`src/rtl/cpu_pkg.sv`:
```
// Shared sequencer definitions: FSM states, opcode constants, instruction field positions.
package cpu_pkg;

  typedef enum logic [2:0] {
    FETCH  = 3'd0,
    DECODE = 3'd1,
    EXEC   = 3'd2,
    WB     = 3'd3,
    HALT   = 3'd4
  } state_e;

  localparam logic [3:0] OP_REG  = 4'h0;
  localparam logic [3:0] OP_CMPI = 4'hB;
  localparam logic [3:0] OP_HALT = 4'hF;
  localparam logic [3:0] EXT_NOP = 4'h0;
  localparam logic [3:0] EXT_CMP = 4'hB;

  localparam int OP_LSB    = 12;
  localparam int RDEST_LSB = 8;
  localparam int OPEXT_LSB = 4;
  localparam int RSRC_LSB  = 0;
  localparam int IMM8_LSB  = 0;

  function automatic logic [3:0] field4(input logic [15:0] word, input int lsb);
    return word[lsb +: 4];
  endfunction

  function automatic logic [15:0] sext8(input logic [7:0] b);
    return {{8{b[7]}}, b};
  endfunction

endpackage

```
`src/rtl/onehot_dec4.sv`:
```
// 4-to-16 one-hot decoder for the register-bank write enables; purely combinational.
module onehot_dec4 (
  input  logic [3:0]  sel,
  output logic [15:0] out
);

  assign out = 16'h0001 << sel;

endmodule

```
`src/rtl/instr_sequencer.sv`:
```
// Four-phase instruction sequencer (FETCH/DECODE/EXEC/WB) driving ALU and register-bank controls.
// One instruction per 4 cycles; write-back pulse 3 cycles after acceptance; HALT is absorbing.
module instr_sequencer
  import cpu_pkg::*;
(
  input  logic        clk,
  input  logic        rst,
  input  logic [15:0] instr,
  input  logic        instr_valid,
  output logic        instr_ready,
  output logic [7:0]  opcode,
  output logic [3:0]  rsrc,
  output logic [3:0]  rdest,
  output logic [15:0] imm,
  output logic        ror_i,
  output logic [15:0] reg_enable,
  output logic        flag_en,
  output logic        halted,
  output logic [15:0] retired
);

  state_e      state, state_nxt;
  logic        run_q;
  logic        is_halt_q, no_write_q, no_flag_q;
  logic        wb_write;
  logic [15:0] dec_out;

  logic [3:0]  f_op, f_opext, f_rdest, f_rsrc;
  logic        f_is_cmp, f_is_nop;
  logic        accept;

  assign f_op     = field4(instr, OP_LSB);
  assign f_opext  = field4(instr, OPEXT_LSB);
  assign f_rdest  = field4(instr, RDEST_LSB);
  assign f_rsrc   = field4(instr, RSRC_LSB);
  assign f_is_nop = (instr == 16'h0000);
  assign f_is_cmp = (f_op == OP_CMPI) || ((f_op == OP_REG) && (f_opext == EXT_CMP));
  assign accept   = instr_valid && instr_ready;

  // Fields are captured on acceptance so they hold steady from DECODE through WB.
  always_ff @(posedge clk or negedge rst) begin
    if (!rst) begin
      state      <= FETCH;
      run_q      <= 1'b0;
      opcode     <= 8'h00;
      rsrc       <= 4'h0;
      rdest      <= 4'h0;
      imm        <= 16'h0000;
      ror_i      <= 1'b0;
      is_halt_q  <= 1'b0;
      no_write_q <= 1'b0;
      no_flag_q  <= 1'b0;
      retired    <= 16'h0000;
    end else begin
      state <= state_nxt;
      run_q <= 1'b1;
      if (accept) begin
        rsrc       <= f_rsrc;
        rdest      <= f_rdest;
        is_halt_q  <= (f_op == OP_HALT);
        no_write_q <= f_is_nop || f_is_cmp;
        no_flag_q  <= f_is_nop;
        if (f_op == OP_REG) begin
          opcode <= {4'h0, f_opext};
          imm    <= 16'h0000;
          ror_i  <= 1'b0;
        end else begin
          opcode <= {f_op, 4'h0};
          imm    <= sext8(instr[IMM8_LSB +: 8]);
          ror_i  <= 1'b1;
        end
      end
      if (state == WB) begin
        retired <= retired + 16'd1;
      end
    end
  end

  always_comb begin
    state_nxt   = state;
    instr_ready = 1'b0;
    wb_write    = 1'b0;
    flag_en     = 1'b0;
    halted      = 1'b0;
    case (state)
      FETCH: begin
        instr_ready = run_q;
        if (instr_valid && run_q) state_nxt = DECODE;
      end
      DECODE:  state_nxt = is_halt_q ? HALT : EXEC;
      EXEC:    state_nxt = WB;
      WB: begin
        wb_write  = !no_write_q;
        flag_en   = !no_flag_q;
        state_nxt = FETCH;
      end
      HALT:    halted = 1'b1;
      default: state_nxt = FETCH;
    endcase
  end

  onehot_dec4 u_dec (
    .sel (rdest),
    .out (dec_out)
  );

  assign reg_enable = wb_write ? dec_out : 16'h0000;

endmodule

```
`config.mk`:
```
export PLATFORM = sky130hd
export DESIGN_NAME = instr_sequencer
export DESIGN_NICKNAME = d
export VERILOG_FILES = /design/src/rtl/cpu_pkg.sv /design/src/rtl/onehot_dec4.sv /design/src/rtl/instr_sequencer.sv
export SDC_FILE = /design/constraint.sdc
export NUM_CORES = 1
export LEC_CHECK = 0
export ABC_AREA = 1
export BUFFER_PORTS_ARGS = -buffer_cell sky130_fd_sc_hd__buf_2
export CORE_MARGIN = 2
export CORE_UTILIZATION = 35
export CTS_CLUSTER_SIZE = 16
export DETAILED_ROUTE_END_ITERATION = 7
export GPL_ROUTABILITY_DRIVEN = 0
export PLACE_DENSITY = 0.61
export SKIP_CTS_REPAIR_TIMING = 1
export SLEW_MARGIN = 20
export SYNTH_ARGS = -nofsm -noshare
export SYNTH_HDL_FRONTEND = slang
export SYNTH_HIERARCHICAL = 1
export SYNTH_SLANG_ARGS = --single-unit
```
`constraint.sdc`:
```
create_clock -name clk -period 3.7 [get_ports clk]
set_clock_uncertainty 0.1 [all_clocks]
set_input_delay 0.37 -clock clk [delete_from_list [all_inputs] [get_ports clk]]
set_output_delay 0.37 -clock clk [all_outputs]
set_load 0.05 [all_outputs]
```
==> flow_summary.json, run 1 <==
{
  "grt_max_degree": 49,
  "failed_checks": "negative hold slack",
  "synth_nets": 358,
  "grt_usage": 0.151,
  "drive_gt1_frac": 0.248,
  "slowest_stage": "dfrtp_1",
  "synth.distinct_cells": 26,
  "rsz0062_at_grt": "false",
  "worstMarginPinSlew_ps": 635,
  "nets": 436,
  "grt_pass1_wl_mm": 9.43,
  "fp.dieW_um": 88.7,
  "insertion_delay_ps": 290,
  "path_class": "flip-flop to primary output",
  "post-dp-hpwl_mm": 4.32,
  "grt_pass1_vias": 2123,
  "finalWorstSetupSlack_ps": 1340,
  "die_area_um2": 7870,
  "antenna_left": 0,
  "grt_antenna_before_repair": 0,
  "first_pass_iters": 6,
  "synth_top_cell_area_share": 0.478,
  "setup_violations": 0,
  "cap_violations": 0,
  "cellLeakagePower_uw": 0.00174,
  "fin_crit_sh": 0.638,
  "synthArstFlopShare": 1.00,
  "yosys-top-cells-area": "dfrtp_1 48%, nand2_1 15%, nor2_1 8.4%, inv_1 7.0%, nand3_1 4.8%",
  "fin_setup_tns_ps": 0,
  "power_density_nw_per_um2": 320,
  "synth_area_leader_cell": "dfrtp_1",
  "finalHoldWorstSlack_ps": -19.8,
  "slew_viol_final": 0,
  "area.growth.synth_to_final_pct": 22.9,
  "cts-root-buf": "clkbuf_8",
  "fin_util": 0.450,
  "synth_warnings": 6,
  "finalHoldViolations": 29,
  "max_freq_mhz": 424,
  "ir_worst_vdd_mv": 0.119,
  "routed_wl_mm": 5.66,
  "syn_inst": 338,
  "cts_tree": "done",
  "clock_sinks": 48,
  "drt_iter0_markers": 112,
  "hold_class": "input port to async pin",
  "routed-via-count": 2261,
  "critical_path_required_ps": 3230,
  "num_io_pins": 87,
  "max-clock-path-buffers": 2,
  "netlist_area_um2": 2510,
  "yosysSeqAreaShare": 0.478,
  "num_rows": 30,
  "htree_levels": 2,
  "start_util": 0.366,
  "grt_overflow": 0,
  "yosys_most_used_dff": "dfrtp_1",
  "dp_slack_ps": 1650,
  "cp-start-kind": "flip-flop",
  "die_h_um": 88.7,
  "min_period_ps": 2360,
  "diodes": 0,
  "post-synth-top-count-cell": "nand2_1",
  "crit_fanout": 16,
  "reg2reg_slack_ps": 1650,
  "port_buffers": 86,
  "ys_seq_elements": 48,
  "synth_area_per_cell_um2": 7.43,
  "clkTransAtPathRegs_ps": 90,
  "numCtsBuffers": 5,
  "status": "finished with violations",
  "viasPerCell": 4.42,
  "post-route-drc-count": 0,
  "critPathMaxStageDelay_ps": 470,
  "synth.top_cells.by_count": "102 x nand2_1, 56 x nor2_1, 48 x dfrtp_1",
  "synth-edff-count": 0,
  "critPathCaptureType": "primary output",
  "wl_per_cell_um": 11.1,
  "core_um2": 6870,
  "arrival_ps": 1890,
  "slew_headroom": 0.575,
  "path_cells": "inv_2 > nand3_4 > or2_1 > nor2_1 > buf_2"
}
==> metrics by stage <==
step	area [µm²]	cells	hold WS [ps]	total power (µW)
finish	3090	512	-19.8	989
global route	3090	512	14.2	1030
CTS	3090	512	185	1010
detailed placement	2960	505	353	566
global placement	2960	505	354	566
floorplan	2510	338	-25.6	542
==> where the power goes <==
group / total (µW) / leakage (µW) / switching [µW] / internal (µW)
Clock: 434 / 0.0000642 / 168 / 266
Sequential: 525 / 0.000658 / 0.264 / 525
Combinational: 30.4 / 0.00102 / 21.1 / 9.24
==> sequential cells by signal (all words and copies together) (netlist names) <==
name and flops:
state 3, rsrc 4, no_flag_q 1, no_write_q 1
run_q 1, rdest 4, ror_i 1, imm 8
is_halt_q 1, retired 16, opcode 8
==> logic make-up after synthesis <==
family | after synthesis | synth area share
AOI/OAI and AO/OA | 17 | 0.0383
adders and majority gates | 1 | 0.00498
xor gates and xnor gates | 8 | 0.0279
other | 1 | 0.00149
and+or+nand+nor | 197 | 0.331
DFF | 48 | 0.478
buffers and inverters | 66 | 0.119
==> per-layer routing <==
| metal | GRT usage | routed length (µm) | up-vias |
|---|---|---|---|
| met2 | 0.257 | 2830 | 43 |
| met5 | 0 | 0 | - |
| met3 | 0.0252 | 155 | 6 |
| li1 | - | - | 1176 |
| met1 | 0.192 | 2580 | 1036 |
| met4 | 0.0592 | 94 | 0 |
==> worst paths after layout <==
kind / start / endpoint / cells after the start
min in group clk: instr[8] / rdest[0] / 3
worst min register to register: opcode[6] / opcode[6] / 2
max in group asynchronous: rst / retired[5] / 1
worst max-delay path: state[2] / reg_enable[3] / 5
worst min-delay path: rst / imm[5] / 1
worst max register to register: state[1] / no_write_q / 6
==> worst max-delay path, delay by kind of cell (launching register included) <==
family	cells	cell delay, ps
buffers and inverters	2	430
AND/OR/NAND/NOR	3	700
flip-flops	1	470
==> cell usage in the layout, fill, tap and decap left out, drive strengths merged, types with 2 or more instances in the layout <==
| cell type | netlist | final |
|---|---|---|
| nand2 | 102 | 102 |
| buf | 15 | 86 |
| nor2 | 59 | 59 |
| inv | 51 | 51 |
| dfrtp | 48 | 48 |
| nand3 | 25 | 25 |
| o21ai | 13 | 13 |
| nand4 | 7 | 7 |
| xnor2 | 5 | 5 |
| clkbuf | 0 | 5 |
| xor2 | 3 | 3 |
| nor3 | 3 | 3 |
| bufinv | 0 | 2 |
==> area by class of cell <==
cell class | instances | area [µm²]
Tap cell | 96 | 120
Fill cell | 685 | 3780
Inverter | 51 | 191
Sequential cell | 48 | 1200
Clock buffer | 5 | 68.8
Clock inverter | 2 | 60.1
Timing Repair Buffer | 86 | 433
Multi-Input combinational cell | 224 | 1010
Note: power is estimated with default switching activity, not from simulation.
==> run 2: changes to the inputs <==
- PLACE_DENSITY: 0.61 -> 0.64
- clock period: 3.7 -> 2.16 ns (I/O delays scaled with it)
==> run 2 against run 1 <==
Net effect:
- the flow now finishes without violations
- die area did not move
- flip-flop and latch count did not move
- register-to-register slack worse by 1200 ps
- via count increased by 0.97%
- global-route usage down 0.23 points
- total power rose by 66%
- critical path depth unchanged
==> flow_summary.json, run 2 (synthesis gave the netlist of run 1 again) <==
{
  "die_area_um2": 7870,
  "grt_max_degree": 31,
  "top_regs": "retired x16, imm x8, opcode x8",
  "slew_headroom": 0.568,
  "sequentialPowerShare": 0.548,
  "power_density_nw_per_um2": 525,
  "cellLeakagePower_uw": 0.00176,
  "core_um2": 6870,
  "post-route-drc-count": 0,
  "num_io_pins": 87,
  "fp.dieW_um": 88.7,
  "pwr-share-comb": 0.034,
  "layout.cells.non_filler": 517,
  "cts_tree": "done",
  "layout_commonest_cell": "nand2_1",
  "numCtsBuffers": 5,
  "grt_pass1_wl_mm": 9.27,
  "die_h_um": 88.7,
  "drt_iter0_markers": 134,
  "start_util": 0.366,
  "antenna_left": 0,
  "arrival_ps": 1730,
  "slew_viol_final": 0,
  "area.growth.synth_to_final_pct": 24.5,
  "crit_fanout": 16,
  "crit_buf_inv": 2,
  "rsz0062_at_grt": "false",
  "fin_setup_tns_ps": 0,
  "routed-via-count": 2283,
  "wl_per_cell_um": 11.0,
  "clock_sinks": 48,
  "critPathCaptureType": "primary output",
  "clkTransAtPathRegs_ps": 90,
  "first_pass_iters": 4,
  "min_period_ps": 2040,
  "power.total_uw": 1640,
  "regMostFlops": "retired",
  "p_int_uw": 1300,
  "ir_worst_vdd_mv": 0.285,
  "post-dp-hpwl_mm": 4.37,
  "power_switching_uw": 345,
  "fin_crit_sh": 0.945,
  "finalHoldViolations": 0,
  "grt_antenna_before_repair": 0,
  "diodes": 0,
  "fill_cells": 720,
  "num_rows": 30,
  "status": "complete, no violations",
  "grt_overflow": 0,
  "cap_violations": 0,
  "swShare": 0.210,
  "largest_reg_flops": 16,
  "path_class": "flip-flop to primary output",
  "drive_gt1_frac": 0.257,
  "routed_wl_mm": 5.68,
  "slowest_stage": "dfrtp_1",
  "cts-root-buf": "clkbuf_8",
  "worstMarginPinSlew_ps": 648,
  "clkPwrFrac": 0.418,
  "setup_violations": 0,
  "max-clock-path-buffers": 2,
  "critical_path.top_delay_family": "simple AND/OR/NAND/NOR gates",
  "port_buffers": 86,
  "hold_class": "input port to flip-flop",
  "viasPerCell": 4.42,
  "grt_usage": 0.149,
  "htree_levels": 2,
  "critPathMaxStageDelay_ps": 470,
  "layout_common_cells": "102 x nand2_1, 80 x buf_2, 56 x nor2_1",
  "path_cells": "inv_2 > nand3_4 > or2_4 > nor2_1 > buf_2",
  "insertion_delay_ps": 300,
  "nets": 440,
  "cp-start-kind": "flip-flop",
  "grt_pass1_vias": 2026,
  "max_freq_mhz": 490,
  "critical_path_required_ps": 1840,
  "dp.cells": 508
}
run 2: worst min-delay path, delay by kind of cell:
kind | cells | cell delay, ps
buf+inv | 1 | 90
simple gates | 2 | 100
run 2: through the flow:
| stage | hold WS (ps) | cell area [µm²] | setup WS (ps) | utilization |
|---|---|---|---|---|
| 2_1_floorplan | -180 | 2510 | 50.9 | - |
| 3_3_place_gp | 182 | 2980 | 370 | 0.434 |
| 3_5_place_dp | 184 | 2980 | 298 | 0.434 |
| 4_1_cts | -156 | 3100 | -38.0 | 0.451 |
| 5_1_grt | 39.0 | 3130 | 7.60 | 0.455 |
| 6_report | 34.0 | 3130 | 118 | 0.455 |
run 2: power by group through the flow:
stage,combinational [µW],clock [µW],sequential (µW)
floorplan,10.7,0,917
global placement,55.9,0,917
detailed placement,56.2,0,917
CTS,56.2,707,899
global route,64.9,747,900
finish,55.7,686,899
run 2: layout make-up:
type / instances / area, µm² / share of cell area
Clock buffer: 6 / 82.6 / 0.0264
Tap cell: 96 / 120 / 0.0384
Multi-Input combinational cell: 224 / 1020 / 0.325
Clock inverter: 2 / 38.8 / 0.0124
Timing Repair Buffer: 90 / 478 / 0.153
Inverter: 51 / 191 / 0.0612
Sequential cell: 48 / 1200 / 0.384
run 2: metal layers:
layer | global-route usage | share of wire | vias up
met1 | 0.199 | 0.44 | 1051
li1 | - | - | 1183
met2 | 0.238 | 0.49 | 43
met4 | 0.0551 | 0.014 | 0
met3 | 0.0317 | 0.050 | 6
met5 | 0 | 0 | -
run 2: final timing paths:
| check | cells after the start | start | endpoint | slack, ps |
|---|---|---|---|---|
| worst max-delay path | 5 | state[2] | reg_enable[11] | 120 |
| worst min-delay path | 3 | instr[8] | rdest[0] | 30 |
| worst max register to register | 6 | state[1] | imm[0] | 420 |
| worst min register to register | 2 | rsrc[2] | rsrc[2] | 380 |
| max in group asynchronous | 3 | rst | retired[15] | 950 |
| min in group asynchronous | 2 | rst | rsrc[2] | 390 |
==> run 3: changes to the inputs <==
- ABC_AREA: 1 -> default
- REMOVE_ABC_BUFFERS: default -> 1
==> run 3 against run 2 <==
Net effect:
- global-route usage is 1.5 points lower
- via count is 18% lower
- maximum frequency is 0.80% lower
- largest power group is now combinational cells
- worst setup slack worse by 17 ps
- wire length is 11% lower
- sequential share of layout area is 1.0 points higher
==> flow_summary.json, run 3 <==
{
  "critPathCaptureType": "primary output",
  "setup_violations": 0,
  "critPathMaxStageDelay_ps": 470,
  "synth.top_cells.by_count": "48 x dfrtp_1, 36 x nand2_1, 16 x and2_1",
  "status": "complete, no violations",
  "synth_area_per_cell_um2": 10.9,
  "reg2reg_slack_ps": 320,
  "start_util": 0.364,
  "slew_headroom": 0.568,
  "yosysSeqAreaShare": 0.483,
  "fp.dieW_um": 88.3,
  "startpoint": "state[2]",
  "regMostFlops": "retired",
  "top_regs": "retired x16, imm x8, opcode x8",
  "max-clock-path-buffers": 2,
  "post-synth-top-count-cell": "dfrtp_1",
  "clock_sinks": 48,
  "largest_reg_flops": 16,
  "path_depth": 5,
  "yosys-top-cells-area": "dfrtp_1 48%, nand2_1 5.4%, mux2_2 5.4%, and2_1 4.0%, buf_4 3.6%",
  "cellLeakagePower_uw": 0.00159,
  "routed-via-count": 1865,
  "wl_per_cell_um": 12.5,
  "r2r-start": "state[1]",
  "path_cells": "nand3b_2 > nor2_1 > buf_4 > and2_1 > buf_2",
  "power.total_uw": 4350,
  "cp-start-kind": "flip-flop",
  "ir_worst_vdd_mv": 0.722,
  "routed_wl_mm": 5.04,
  "port_buffers": 86,
  "synth-edff-count": 0,
  "critical_path_required_ps": 1840,
  "rr_endpoint": "rsrc[3]",
  "layout_common_cells": "85 x buf_2, 48 x dfrtp_1, 36 x nand2_1",
  "dp.cells": 395,
  "layout.cells.non_filler": 403,
  "htree_levels": 2,
  "max_freq_mhz": 486,
  "slowest_stage": "dfrtp_1",
  "ys_seq_elements": 48,
  "hold_class": "input port to flip-flop",
  "num_rows": 30,
  "viasPerCell": 4.63,
  "grt_max_degree": 43,
  "path_class": "flip-flop to primary output",
  "slew_viol_final": 0,
  "die_area_um2": 7790,
  "netlist_area_um2": 2480,
  "synth_warnings": 6,
  "drive_gt1_frac": 0.420,
  "area.growth.synth_to_final_pct": 22.7,
  "numCtsBuffers": 5,
  "die_h_um": 88.3,
  "crit_fanout": 16,
  "num_io_pins": 87,
  "worstMarginPinSlew_ps": 648,
  "grt_pass1_wl_mm": 8.15,
  "synthArstFlopShare": 1.00,
  "min_period_ps": 2060,
  "synth.distinct_cells": 40,
  "power_density_nw_per_um2": 1430,
  "post-route-drc-count": 0,
  "synth_top_cell_area_share": 0.483,
  "clkTransAtPathRegs_ps": 90,
  "grt_usage": 0.134,
  "syn_inst": 227,
  "cts_tree": "done",
  "nets": 327,
  "synth_area_leader_cell": "dfrtp_1",
  "finalHoldViolations": 0,
  "cts-root-buf": "clkbuf_8",
  "diodes": 0,
  "grt_antenna_before_repair": 0,
  "grt_pass1_vias": 1656,
  "cap_violations": 0,
  "layout_commonest_cell": "buf_2",
  "yosys_most_used_dff": "dfrtp_1",
  "drt_iter0_markers": 64,
  "critical_path.top_delay_family": "simple AND/OR/NAND/NOR gates",
  "antenna_left": 0,
  "crit_path_end": "reg_enable[2]",
  "fin_crit_sh": 0.953,
  "core_um2": 6830,
  "arrival_ps": 1740,
  "first_pass_iters": 4,
  "r2r_cells": 4,
  "crit_buf_inv": 2,
  "rsz0062_at_grt": "false",
  "insertion_delay_ps": 290,
  "grt_overflow": 0,
  "post-dp-hpwl_mm": 3.71
}
-- run 3: cell families (layout without fill, tap and decap cells) --
family / Yosys count / count (layout) / synth area share
other: 1 / 1 / 0.00151
and+or+nand+nor: 107 / 107 / 0.297
DFF: 48 / 48 / 0.483
xor gates and xnor gates: 15 / 15 / 0.0529
adders and majority gates: 1 / 1 / 0.00503
buffers and inverters: 21 / 101 / 0.0564
AOI/OAI and AO/OA: 21 / 21 / 0.0448
muxes: 13 / 13 / 0.0589
-- run 3: layout make-up --
cell class,count,area [µm²]
fill,680,3780
sequential,48,1200
multi-input combinational,158,1140
timing repair buffer,93,488
tap,96,120
clock buffer,6,82.6
clock inverter,1,8.76
inverter,1,3.75
-- run 3: worst min path at each step --
stage / depth (start not counted) / start / slack [ps] / end
floorplan: 0 / rst / -180 / imm[0]
global placement: 1 / rst / 180 / retired[5]
detailed placement: 1 / rst / 180 / retired[3]
CTS: 1 / rst / -140 / retired[3]
global route: 2 / instr[10] / 60 / rdest[2]
finish: 2 / instr[9] / 80 / rdest[1]
-- run 3: power by group --
part,leakage [µW],switching [µW],internal [µW]
Clock,0.0000473,285,256
Sequential,0.000616,417,1180
Combinational,0.000928,1610,605
-- run 3: through the flow --
step | utilization | setup WS, ps | TNS (ps) | hold WS [ps] | cell area [µm²]
after floorplan | - | -1230 | -16060 | -180 | 2350
after global placement | 0.431 | 389 | 0 | 181 | 2940
after detailed placement | 0.431 | 331 | 0 | 183 | 2940
after CTS | 0.444 | 75.6 | 0 | -141 | 3040
after global routing | 0.446 | 4.67 | 0 | 56.3 | 3050
final | 0.446 | 101 | 0 | 77.5 | 3050
-- run 3: per-layer routing --
metal | wire length (µm) | GRT usage | share of wire
met1 | 2420 | 0.185 | 0.48
met2 | 2360 | 0.213 | 0.47
met3 | 229 | 0.0336 | 0.045
met4 | 31 | 0.0289 | 0.0062
met5 | 0 | 0 | 0
